File: src/rtl/regfile_wb_arbiter_pkg.sv
// Shared types and constants for the register-file write-back arbiter.
// Priority state encoding, default widths and the hardwired-zero register index.
package regfile_wb_arbiter_pkg;

  localparam int DATA_W_DEF = 16;
  localparam int ADDR_W_DEF = 4;

  // Register index 0 reads as zero, so writes to it are dropped.
  localparam int ZERO_REG = 0;

  typedef logic [0:0] pri_state_t;

  localparam pri_state_t PRI_A = 1'b0;
  localparam pri_state_t PRI_B = 1'b1;

  function automatic pri_state_t pri_other(input pri_state_t state);
    return (state == PRI_A) ? PRI_B : PRI_A;
  endfunction

endpackage

File: src/rtl/regfile_wb_arbiter_wb_rr_pick.sv
// Round-robin pick between the two write-back requesters.
// Purely combinational: readies and next priority from the valids and current priority.
module wb_rr_pick
  import regfile_wb_arbiter_pkg::*;
(
  input  logic       i_a_valid,
  input  logic       i_b_valid,
  input  pri_state_t i_state,
  output logic       o_a_ready,
  output logic       o_b_ready,
  output pri_state_t o_state_next
);

  always_comb begin
    o_a_ready    = 1'b0;
    o_b_ready    = 1'b0;
    o_state_next = i_state;
    if (i_a_valid && i_b_valid) begin
      // Contention: holder wins and priority passes to the loser.
      o_a_ready    = (i_state == PRI_A);
      o_b_ready    = (i_state == PRI_B);
      o_state_next = pri_other(i_state);
    end else if (i_a_valid) begin
      o_a_ready = 1'b1;
    end else if (i_b_valid) begin
      o_b_ready = 1'b1;
    end
  end

endmodule

File: src/rtl/regfile_wb_arbiter.sv
// Write-back arbiter for the register file's single write port (A = ALU, B = load).
// Define WB_BYPASS_EN to forward the pending write onto the two read ports.
//
// Handshake: a request transfers in the cycle x_valid && x_ready are both high;
// x_ready never rises without x_valid, and the requester holds its request until then.
module regfile_wb_arbiter
  import regfile_wb_arbiter_pkg::*;
#(
  parameter int DATA_W = DATA_W_DEF,
  parameter int ADDR_W = ADDR_W_DEF
) (
  input  logic              clk,
  input  logic              rst,
  input  logic              a_valid,
  input  logic [ADDR_W-1:0] a_reg,
  input  logic [DATA_W-1:0] a_data,
  output logic              a_ready,
  input  logic              b_valid,
  input  logic [ADDR_W-1:0] b_reg,
  input  logic [DATA_W-1:0] b_data,
  output logic              b_ready,
  output logic              WriteEnable,
  output logic [ADDR_W-1:0] WriteReg,
  output logic [DATA_W-1:0] WriteData,
  input  logic [ADDR_W-1:0] SrcReg1,
  input  logic [ADDR_W-1:0] SrcReg2,
  input  logic [DATA_W-1:0] RFData1,
  input  logic [DATA_W-1:0] RFData2,
  output logic [DATA_W-1:0] SrcData1,
  output logic [DATA_W-1:0] SrcData2,
  output pri_state_t        o_dbg_state
);

  pri_state_t        r_pri;
  pri_state_t        w_pri_next;
  logic              w_a_ready;
  logic              w_b_ready;
  logic              w_accept;
  logic [ADDR_W-1:0] w_sel_reg;
  logic [DATA_W-1:0] w_sel_data;
  logic              r_we;
  logic [ADDR_W-1:0] r_wreg;
  logic [DATA_W-1:0] r_wdata;

  wb_rr_pick u_pick (
    .i_a_valid    (a_valid),
    .i_b_valid    (b_valid),
    .i_state      (r_pri),
    .o_a_ready    (w_a_ready),
    .o_b_ready    (w_b_ready),
    .o_state_next (w_pri_next)
  );

  assign w_accept   = w_a_ready | w_b_ready;
  assign w_sel_reg  = w_a_ready ? a_reg : b_reg;
  assign w_sel_data = w_a_ready ? a_data : b_data;

  always_ff @(posedge clk or posedge rst) begin
    if (rst) begin
      r_pri   <= PRI_A;
      r_we    <= 1'b0;
      r_wreg  <= '0;
      r_wdata <= '0;
    end else begin
      r_pri <= w_pri_next;
      if (w_accept) begin
        // R0 writes still load reg/data but never raise the strobe.
        r_we    <= (w_sel_reg != ADDR_W'(ZERO_REG));
        r_wreg  <= w_sel_reg;
        r_wdata <= w_sel_data;
      end else begin
        r_we <= 1'b0;
      end
    end
  end

  assign a_ready     = w_a_ready;
  assign b_ready     = w_b_ready;
  assign WriteEnable = r_we;
  assign WriteReg    = r_wreg;
  assign WriteData   = r_wdata;
  assign o_dbg_state = r_pri;

`ifdef WB_BYPASS_EN
  assign SrcData1 = (r_we && (SrcReg1 == r_wreg)) ? r_wdata : RFData1;
  assign SrcData2 = (r_we && (SrcReg2 == r_wreg)) ? r_wdata : RFData2;
`else
  logic w_unused_src;
  assign w_unused_src = ^{SrcReg1, SrcReg2};
  assign SrcData1     = RFData1;
  assign SrcData2     = RFData2;
`endif

endmodule

File: config.mk
export PLATFORM = sky130hd
export DESIGN_NAME = regfile_wb_arbiter
export DESIGN_NICKNAME = d
export VERILOG_FILES = /design/src/rtl/regfile_wb_arbiter_pkg.sv /design/src/rtl/regfile_wb_arbiter_wb_rr_pick.sv /design/src/rtl/regfile_wb_arbiter.sv
export SDC_FILE = /design/constraint.sdc
export NUM_CORES = 1
export LEC_CHECK = 0
export ABC_AREA = 1
export BUFFER_PORTS_ARGS = -buffer_cell sky130_fd_sc_hd__clkbuf_2
export CAP_MARGIN = 15
export CORE_MARGIN = 4
export CORE_UTILIZATION = 30
export DETAILED_ROUTE_END_ITERATION = 8
export PLACE_DENSITY = 0.77
export SLEW_MARGIN = 20
export SYNTH_ARGS = -nofsm -noshare
export SYNTH_HDL_FRONTEND = slang
export SYNTH_HIERARCHICAL = 1
export SYNTH_SLANG_ARGS = --single-unit
File: constraint.sdc
create_clock -name clk -period 1.3 [get_ports clk]
set_input_delay 0.39 -clock clk [delete_from_list [all_inputs] [get_ports clk]]
set_output_delay 0.39 -clock clk [all_outputs]
set_load 0.01 [all_outputs]
==> results of run 1 <==
report_power, final:
| part | switching [W] | internal (W) |
|---|---|---|
| registers | 0.0000605 | 0.000798 |
| logic | 0.000319 | 0.000286 |
| clock network | 0.000224 | 0.000270 |
cell usage in the layout (no fill, tap or decap):
master    netlist  final
nand3_4         0      1
inv_2           0      1
clkbuf_8        0      4
nor2_2          2      2
buf_12          0      2
nand2_1        71     70
buf_6           0      3
a21boi_4        0      1
dfrtp_1        22     22
inv_1          12     11
buf_4          33     11
clkbuf_2        0     64
nand3_1        17     16
nor2_1          2      2
nand2_4         0      1
o21ai_0         4      4
worst reg2reg max path, delay by kind of cell, from the launching register on:
family / cells / cell delay (ns)
AO/OA/AOI/OAI: 1 / 0.10
AND/OR/NAND/NOR: 3 / 0.30
buffers and inverters: 3 / 0.40
flip-flops: 1 / 0.37
logic make-up (layout without fill, tap and decap cells):
| logic type | Yosys count | in the layout |
|---|---|---|
| buf+inv | 49 | 96 |
| flops | 22 | 22 |
| simple gates | 92 | 92 |
| compound gates | 5 | 5 |
state kept, by name, summed over array words and instances, names as in the netlist:
name,count
WriteEnable,1
o_dbg_state,1
WriteData,16
WriteReg,4
routing by layer:
metal,routed length (um),share of wire [%],GRT usage (%),up-vias
li1,-,-,-,574
met1,1170,38,12.6,513
met2,1520,49,20.4,42
met3,264,8.5,1.52,19
met4,140,4.5,7.79,0
met5,0,0,0,-
cell usage after synthesis, drive strengths merged:
cell     n
nor2     4
inv     12
nand3   17
buf     37
nand2   71
a21boi   1
dfrtp   22
o21ai    4
worst max-delay path by stage:
| stage | from | depth (start not counted) | end |
|---|---|---|---|
| after floorplan | o_dbg_state | 7 | WriteData[10] |
| after global routing | o_dbg_state | 4 | a_ready |
| after CTS | o_dbg_state | 4 | a_ready |
| after global placement | a_valid | 4 | a_ready |
| after detailed placement | a_valid | 7 | WriteReg[0] |
| final | o_dbg_state | 4 | a_ready |
per-stage QoR:
stage               setup slack (ns)  area, um2  hold slack (ns)  util, %
floorplan                   -0.00543       1270            0.379        -
global placement             -0.0704       1490            0.428     37.0
detailed placement            -0.107       1490            0.427     37.0
CTS                           -0.123       1590            0.142     39.6
global route                  -0.146       1620            0.173     40.2
finish                       -0.0976       1620            0.139     40.2
final cells by class:
| class | count | area (um2) | share of cell area, % |
|---|---|---|---|
| tap | 50 | 62.6 | 3.86 |
| multi-input combinational | 97 | 430 | 26.6 |
| timing repair buffer | 80 | 477 | 29.4 |
| clock buffer | 4 | 55.1 | 3.40 |
| inverter | 12 | 45.0 | 2.78 |
| sequential | 22 | 551 | 34.0 |
what timing repair did:
action	CTS	global route
endpoints found under the setup margin	2	24
gates cloned	0	0
pin swaps	2	0
setup buffers	3	2
resized for setup	5	6
==> flow_metrics.env, run 1 <==
export IMPL_final_hold_violation_count=0
export IMPL_run_status="finished with violations"
export IMPL_yosysWarnings=6
export IMPL_globalplace_congestion=0.701
export IMPL_path_clk_slew_ns=0.08
export IMPL_worst_slew_pin_slew_ns=0.296
export IMPL_route_detailed_vias_per_inst=4.33
export IMPL_layout_min_cycle_time_ns=1.40
export IMPL_largest_family_of_logic_cells_by_synthesized_area="simple AND/OR/NAND/NOR gates"
export IMPL_ff_to_ff_start="o_dbg_state"
export IMPL_post_route_worst_setup_slack_ns=-0.0976
export IMPL_htree_num_levels=1
export IMPL_area_share_of_fa_ha_maj_cells_after_synthesis_pct=0
export IMPL_ir_drop_mv=0.406
export IMPL_grt_overflow_total=0
export IMPL_inserted_clock_buffers=3
export IMPL_rsz0062_at_grt="true"
export IMPL_reg2reg_to="WriteReg[1]"
export IMPL_fin_total_pwr_w=0.00196
export IMPL_synth_area_per_cell_um2=7.51
export IMPL_slowest_delay_ns=0.39
export IMPL_antenna_found_initial=0
export IMPL_route_vias_total=1148
export IMPL_cts_sinks=22
export IMPL_worst_r2r_setup_slack_ns=0.02
export IMPL_end_kind="output pin"
export IMPL_cp_arrival_ns=1.01
export IMPL_worst_skew_pair_later_pin_latency_ns=0.26
export IMPL_synthToLayoutAreaGrowth_pct=28.3
export IMPL_setup_total_negative_slack_ns=-0.146
export IMPL_post_synth_top_area_cell="dfrtp_1"
export IMPL_ys_seq_elements=22
export IMPL_p_per_area_nw_per_um2=1210
export IMPL_clock_path_buffers=2
export IMPL_max_freq_ghz=0.716
export IMPL_core_rowCount=23
export IMPL_cts_hold_buffers_added=0
export IMPL_crit_path_top_delay_cell="dfrtp_1"
export IMPL_netlist_area_um2=1260
export IMPL_path_buf_inv=2
export IMPL_cap_violations=0
export IMPL_finalSetupViolations=2
export IMPL_timing_max_transition_violations_final=0
export IMPL_final_min_period_over_clock_period_pct=108
export IMPL_worst_endpoint_required_ns=0.91
export IMPL_synth_top_cell_area_share_pct=43.6
export IMPL_die_width_um=72.9
export IMPL_post_synthesis_cells=168
export IMPL_final_antenna_net_count=0
export IMPL_failed_checks="negative setup slack"
export IMPL_fin_worst_skew_ns=0.00214
export IMPL_wirelength_mm=3.09
export IMPL_yosys_area_share_simple_pct=29.4
export IMPL_synth_distinct_cells=10
export IMPL_static_leakage_power_nw=0.932
export IMPL_synth_compound_area_share_pct=2.18
export IMPL_detailedRoute_firstPassIterationCount=3
export IMPL_drc=0
export IMPL_crit_path_max_fanout=2
export IMPL_path_delay_family="flip-flops"
export IMPL_initial_core_util_pct=31.3
export IMPL_die_h_um=72.9
export IMPL_first_pass_grt_wire_length_mm=4.82
export IMPL_grt_max_degree=23
export IMPL_port_buffers=67
export IMPL_fp_coreArea_um2=4030
export IMPL_setup_worst_path_start_class="flip-flop"
export IMPL_detailed_place_hpwl_mm=2.41
export IMPL_synth_nets=252
export IMPL_drt_wirelength_per_cell_um=11.7
export IMPL_grt_use_total_pct=11.5
export IMPL_critPathKind="flip-flop to output pin"
export IMPL_place_inst=257
export IMPL_sequential_cell_area_fraction_in_the_yosys_report_pct=43.6
export IMPL_clockRootBuffer="clkbuf_8"
export IMPL_cts_tree="done"
export IMPL_timing_critical_path_cells="inv_2 -> nand3_4 -> nand2_4 -> buf_6"
export IMPL_fraction_of_synthesized_area_in_multiplexers_pct=0
export IMPL_hold_path_class="input pin to async pin"
export IMPL_die_area_um2=5310
export IMPL_io_pins=140
export IMPL_drtIter0Drc=41
export IMPL_via_count_of_the_first_global_routing_pass=1104
export IMPL_final_instance_count_excl_fill=265
export IMPL_timing_reg2reg_worst_path_depth=7
export IMPL_max_slew_margin_rel_pct=80.3
export IMPL_synth_xor_area_share_pct=0
export IMPL_drive_gt1_share_pct=41.9
export IMPL_final_nets=300
export IMPL_synthTopCellsByArea="dfrtp_1 (44%), nand2_1 (21%), buf_4 (20%)"
export IMPL_antenna_diode_count=0
export IMPL_final_fill_count=425
No activity file was read; power rests on OpenSTA's default activity.
==> run 2, diff against run 1 <==
--- a/config.mk
+++ b/config.mk
@@ -8,10 +8,11 @@
 export ABC_AREA = 1
 export BUFFER_PORTS_ARGS = -buffer_cell sky130_fd_sc_hd__clkbuf_2
 export CAP_MARGIN = 15
+export CORE_ASPECT_RATIO = 1.5
 export CORE_MARGIN = 4
 export CORE_UTILIZATION = 30
 export DETAILED_ROUTE_END_ITERATION = 8
-export PLACE_DENSITY = 0.77
+export PLACE_DENSITY = 0.74
 export SLEW_MARGIN = 20
 export SYNTH_ARGS = -nofsm -noshare
 export SYNTH_HDL_FRONTEND = slang
==> constraint.sdc (replaced) <==
create_clock -name clk -period 1.78 [get_ports clk]
set_input_delay 0.534 -clock clk [delete_from_list [all_inputs] [get_ports clk]]
set_output_delay 0.534 -clock clk [all_outputs]
set_load 0.01 [all_outputs]
==> flow_metrics.env, run 2 (synthesis gave the netlist of run 1 again) <==
export IMPL_run_status="finished clean"
export IMPL_die_h_um=87.5
export IMPL_end_kind="output pin"
export IMPL_cp_arrival_ns=1.20
export IMPL_drt_wirelength_per_cell_um=11.8
export IMPL_grt_use_total_pct=11.7
export IMPL_final_nets=294
export IMPL_clockRootBuffer="clkbuf_8"
export IMPL_finalSetupViolations=0
export IMPL_worst_endpoint_required_ns=1.25
export IMPL_final_hold_violation_count=0
export IMPL_fin_total_pwr_w=0.00132
export IMPL_static_leakage_power_nw=0.879
export IMPL_fp_coreArea_um2=3990
export IMPL_most_used_cells_in_the_layout_excluding_fill_and_tap_cells="nand2_1 (70), clkbuf_2 (67), dfrtp_1 (22), nand3_1 (17), inv_1 (12)"
export IMPL_layout_commonest_cell="nand2_1"
export IMPL_layout_min_cycle_time_ns=1.73
export IMPL_hold_path_class="input pin to async pin"
export IMPL_first_pass_grt_wire_length_mm=4.79
export IMPL_inserted_clock_buffers=3
export IMPL_detailed_place_hpwl_mm=2.35
export IMPL_drc=0
export IMPL_final_instance_count_excl_fill=253
export IMPL_slowest_delay_ns=0.39
export IMPL_ff_to_ff_start="o_dbg_state"
export IMPL_timing_reg2reg_worst_path_depth=9
export IMPL_rsz0062_at_grt="true"
export IMPL_port_buffers=67
export IMPL_final_fill_count=439
export IMPL_largest_register_ff_count=16
export IMPL_timing_max_transition_violations_final=0
export IMPL_place_ws_ns=-0.216
export IMPL_max_slew_margin_rel_pct=63.4
export IMPL_reg2reg_to="WriteData[7]"
export IMPL_detailedRoute_firstPassIterationCount=2
export IMPL_final_core_utilization_pct=37.4
export IMPL_max_freq_ghz=0.576
export IMPL_setup_total_negative_slack_ns=0
export IMPL_post_route_worst_setup_slack_ns=0.0452
export IMPL_via_count_of_the_first_global_routing_pass=1099
export IMPL_crit_path_top_delay_cell="dfrtp_1"
export IMPL_grt_overflow_total=0
export IMPL_clock_path_buffers=2
export IMPL_antenna_found_initial=0
export IMPL_cts_sinks=22
export IMPL_cap_violations=0
export IMPL_drive_gt1_share_pct=38.9
export IMPL_cts_hold_buffers_added=0
export IMPL_synthToLayoutAreaGrowth_pct=18.4
export IMPL_cts_tree="done"
export IMPL_final_antenna_net_count=0
export IMPL_critPathKind="flip-flop to output pin"
export IMPL_place_inst=249
export IMPL_drtIter0Drc=28
export IMPL_final_min_period_over_clock_period_pct=97.5
export IMPL_grt_max_degree=26
export IMPL_globalplace_congestion=0.732
export IMPL_die_width_um=61.0
export IMPL_io_pins=140
export IMPL_path_buf_inv=3
export IMPL_path_delay_family="flip-flops"
export IMPL_route_detailed_vias_per_inst=4.33
export IMPL_wirelength_mm=2.98
export IMPL_worst_slew_pin_slew_ns=0.547
export IMPL_p_per_area_nw_per_um2=883
export IMPL_setup_worst_path_start_class="flip-flop"
export IMPL_timing_critical_path_cells="inv_1 -> nand3_1 -> nand2_2 -> buf_6 -> clkbuf_2"
export IMPL_ir_drop_mv=0.350
export IMPL_core_rowCount=28
export IMPL_worst_skew_pair_later_pin_latency_ns=0.26
export IMPL_htree_num_levels=1
export IMPL_critical_path_cell_count=5
export IMPL_initial_core_util_pct=31.6
export IMPL_path_clk_slew_ns=0.08
export IMPL_fin_worst_skew_ns=0.00329
export IMPL_crit_path_max_fanout=8
export IMPL_antenna_diode_count=0
export IMPL_worst_r2r_setup_slack_ns=0.33
export IMPL_route_vias_total=1096
export IMPL_die_area_um2=5330
[run 2: changes by cell type in the layout (fill, tap and decap cells not counted), moves of 2 or more]
cell / delta
buf_12: -2
buf_6: -2
clkbuf_2: +3
buf_4: -5
[run 2: worst reg2reg max path, delay by kind of cell (launching register included)]
kind                   cells  cell delay, ns
DFF                        1            0.39
buffers and inverters      4            0.54
and+or+nand+nor            5            0.40
[run 2: metrics by stage]
step	cell area, um2	hold WS (ns)
finish	1500	0.273
global route	1500	0.305
CTS	1470	0.281
detailed placement	1430	0.475
global placement	1430	0.468
floorplan	1260	0.519
[run 2: per-layer routing]
metal / GRT usage [%] / wire [um] / vias to the layer above
met3: 2.67 / 302 / 14
met5: 0 / 0 / -
met2: 20.5 / 1440 / 48
li1: - / - / 560
met1: 12.5 / 1150 / 474
met4: 6.51 / 91 / 0
[run 2: area by class of cell]
type	count	area, um2	area share [%]
inverters	12	45.0	3.01
clock buffers	3	41.3	2.76
multi-input cells	97	410	27.4
repair buffers	74	392	26.2
flip-flops and latches	22	551	36.8
well taps	45	56.3	3.77
[run 2: what timing repair did]
action	in CTS	in global routing
endpoints found under the setup margin	5	23
pin swaps	0	0
buffers inserted	0	1
resized for setup	1	4
[run 2: worst max-delay path by stage]
stage	startpoint	endpoint	slack, ns
6_report	o_dbg_state	a_ready	0.05
5_1_grt	o_dbg_state	a_ready	-0.02
4_1_cts	o_dbg_state	a_ready	0.01
3_5_place_dp	a_valid	WriteReg[1]	-0.22
3_3_place_gp	a_valid	WriteReg[2]	-0.19
2_1_floorplan	b_valid	WriteData[10]	0.10
[run 2: power by group]
group          switching [W]  internal [W]  total [W]
combinational       0.000219      0.000170   0.000389
clock               0.000156      0.000151   0.000307
sequential         0.0000417      0.000583   0.000625
==> run 3, diff against run 2 <==
==> constraint.sdc (replaced) <==
create_clock -name clk -period 1.7 [get_ports clk]
set_input_delay 0.51 -clock clk [delete_from_list [all_inputs] [get_ports clk]]
set_output_delay 0.51 -clock clk [all_outputs]
set_load 0.01 [all_outputs]
==> flow_metrics.env, run 3 (synthesis gave the netlist of run 1 again) <==
export IMPL_drc=0
export IMPL_cap_violations=0
export IMPL_final_min_period_over_clock_period_pct=93.5
export IMPL_layout_min_cycle_time_ns=1.59
export IMPL_die_area_um2=5330
export IMPL_core_rowCount=28
export IMPL_max_freq_ghz=0.629
export IMPL_post_route_worst_setup_slack_ns=0.111
export IMPL_seqPwrFrac_pct=47.5
export IMPL_drtIter0Drc=13
export IMPL_cell_internal_power_w=0.000950
export IMPL_critical_path_cell_count=4
export IMPL_final_core_utilization_pct=37.6
export IMPL_grt_overflow_total=0
export IMPL_place_ws_ns=0.0702
export IMPL_detailed_place_hpwl_mm=2.28
export IMPL_rsz0062_at_grt="false"
export IMPL_drt_wirelength_per_cell_um=11.7
export IMPL_via_count_of_the_first_global_routing_pass=1063
export IMPL_busiest_layer="met2"
export IMPL_final_antenna_net_count=0
export IMPL_crit_path_top_delay_cell="dfrtp_1"
export IMPL_clockRootBuffer="clkbuf_8"
export IMPL_port_buffers=67
export IMPL_setup_total_negative_slack_ns=0
export IMPL_p_per_area_nw_per_um2=919
export IMPL_cts_sinks=22
export IMPL_clock_path_buffers=2
export IMPL_fin_worst_skew_ns=0.00397
export IMPL_path_clk_slew_ns=0.08
export IMPL_crit_path_max_fanout=3
export IMPL_die_h_um=87.5
export IMPL_most_used_cells_in_the_layout_excluding_fill_and_tap_cells="nand2_1 (70), clkbuf_2 (67), dfrtp_1 (22), nand3_1 (17), inv_1 (12)"
export IMPL_timing_max_transition_violations_final=0
export IMPL_ir_drop_mv=0.325
export IMPL_route_detailed_vias_per_inst=4.39
export IMPL_grt_use_total_pct=11.5
export IMPL_cts_tree="done"
export IMPL_htree_num_levels=1
export IMPL_met3_usage_pct=2.82
export IMPL_inserted_clock_buffers=3
export IMPL_met2_usage_pct=20.4
export IMPL_netSwitchingFraction_pct=31.1
export IMPL_synthToLayoutAreaGrowth_pct=18.8
export IMPL_worst_endpoint_required_ns=1.19
export IMPL_finalHoldWorstSlack_ns=0.262
export IMPL_first_pass_grt_wire_length_mm=4.62
export IMPL_route_vias_total=1107
export IMPL_slowest_delay_ns=0.40
export IMPL_clkPwrFrac_pct=22.8
export IMPL_initial_core_util_pct=31.6
export IMPL_antenna_found_initial=0
export IMPL_largest_register_ff_count=16
export IMPL_setup_worst_path_start_class="flip-flop"
export IMPL_timing_critical_path_cells="inv_1 -> nand3_1 -> nand2_2 -> clkbuf_2"
export IMPL_end_kind="output pin"
export IMPL_grt_max_degree=26
export IMPL_critical_path_end="a_ready"
export IMPL_path_buf_inv=2
export IMPL_final_hold_violation_count=0
export IMPL_run_status="finished clean"
export IMPL_hold_path_class="input pin to async pin"
export IMPL_finalSetupViolations=0
export IMPL_fin_total_pwr_w=0.00138
export IMPL_worst_slew_pin_slew_ns=0.287
export IMPL_timing_reg2reg_worst_path_depth=10
export IMPL_gr_usage_met1_pct=11.9
export IMPL_wirelength_mm=2.94
export IMPL_final_fill_count=444
export IMPL_io_pins=140
export IMPL_cts_hold_buffers_added=0
export IMPL_path_delay_family="flip-flops"
export IMPL_ff_to_ff_start="o_dbg_state"
export IMPL_drive_gt1_share_pct=38.2
export IMPL_critPathKind="flip-flop to output pin"
export IMPL_post_cts_setup_buffer_count=0
export IMPL_antenna_diode_count=0
export IMPL_cp_arrival_ns=1.08
export IMPL_critPathLaunch="o_dbg_state"
export IMPL_max_slew_margin_rel_pct=80.8
export IMPL_die_width_um=61.0
export IMPL_comb_power_share_pct=29.7
export IMPL_globalplace_congestion=0.733
export IMPL_fp_coreArea_um2=3990
export IMPL_layout_commonest_cell="nand2_1"
export IMPL_detailedRoute_firstPassIterationCount=3
export IMPL_reg2reg_to="WriteEnable"
export IMPL_static_leakage_power_nw=0.880
export IMPL_worst_r2r_setup_slack_ns=0.35
export IMPL_worst_skew_pair_later_pin_latency_ns=0.26
export IMPL_switching_power_w=0.000429
export IMPL_final_nets=293
-- run 3: per-stage QoR --
step                instance area, um2  std cells
floorplan                         1260        168
global placement                  1460        249
detailed placement                1460        249
CTS                               1500        252
global route                      1500        252
finish                            1500        252
-- run 3: cell type report --
| cell class | count | area (um2) | area share [%] |
|---|---|---|---|
| well taps | 45 | 56.3 | 3.75 |
| inverters | 12 | 45.0 | 3.00 |
| multi-input cells | 97 | 402 | 26.8 |
| flip-flops and latches | 22 | 551 | 36.7 |
| clock buffers | 3 | 41.3 | 2.75 |
| repair buffers | 73 | 405 | 27.0 |
-- run 3: timing repair --
action                                  4_1_cts  5_1_grt
resized for setup                             0        2
hold endpoints to repair                      0        0
endpoints found under the setup margin        0        2
-- run 3: power by group through the flow --
stage	Combinational (W)	Sequential [W]	Clock (W)
floorplan	0.000237	0.000708	0
global placement	0.000413	0.000662	0
detailed placement	0.000421	0.000666	0
CTS	0.000422	0.000656	0.000337
global route	0.000467	0.000667	0.000358
finish	0.000410	0.000655	0.000314
-- run 3: per-layer routing --
layer,wire (um),up-vias
met4,83,0
met1,1110,486
met2,1490,48
li1,-,559
met3,260,14
met5,0,-
-- run 3: worst min-delay path by stage --
stage                     start             to  slack [ns]
global route                rst  WriteData[15]        0.29
finish                      rst   WriteData[8]        0.26
CTS                         rst    o_dbg_state        0.27
floorplan                   rst   WriteData[0]        0.50
detailed placement  WriteReg[0]    WriteReg[0]        0.48
global placement    WriteReg[0]    WriteReg[0]        0.47
-- run 3: tightest hold or removal path, cell delays in order --
cell	delay, ns
clkbuf_2	0.08
inv_1	0.04
buf_4	0.28
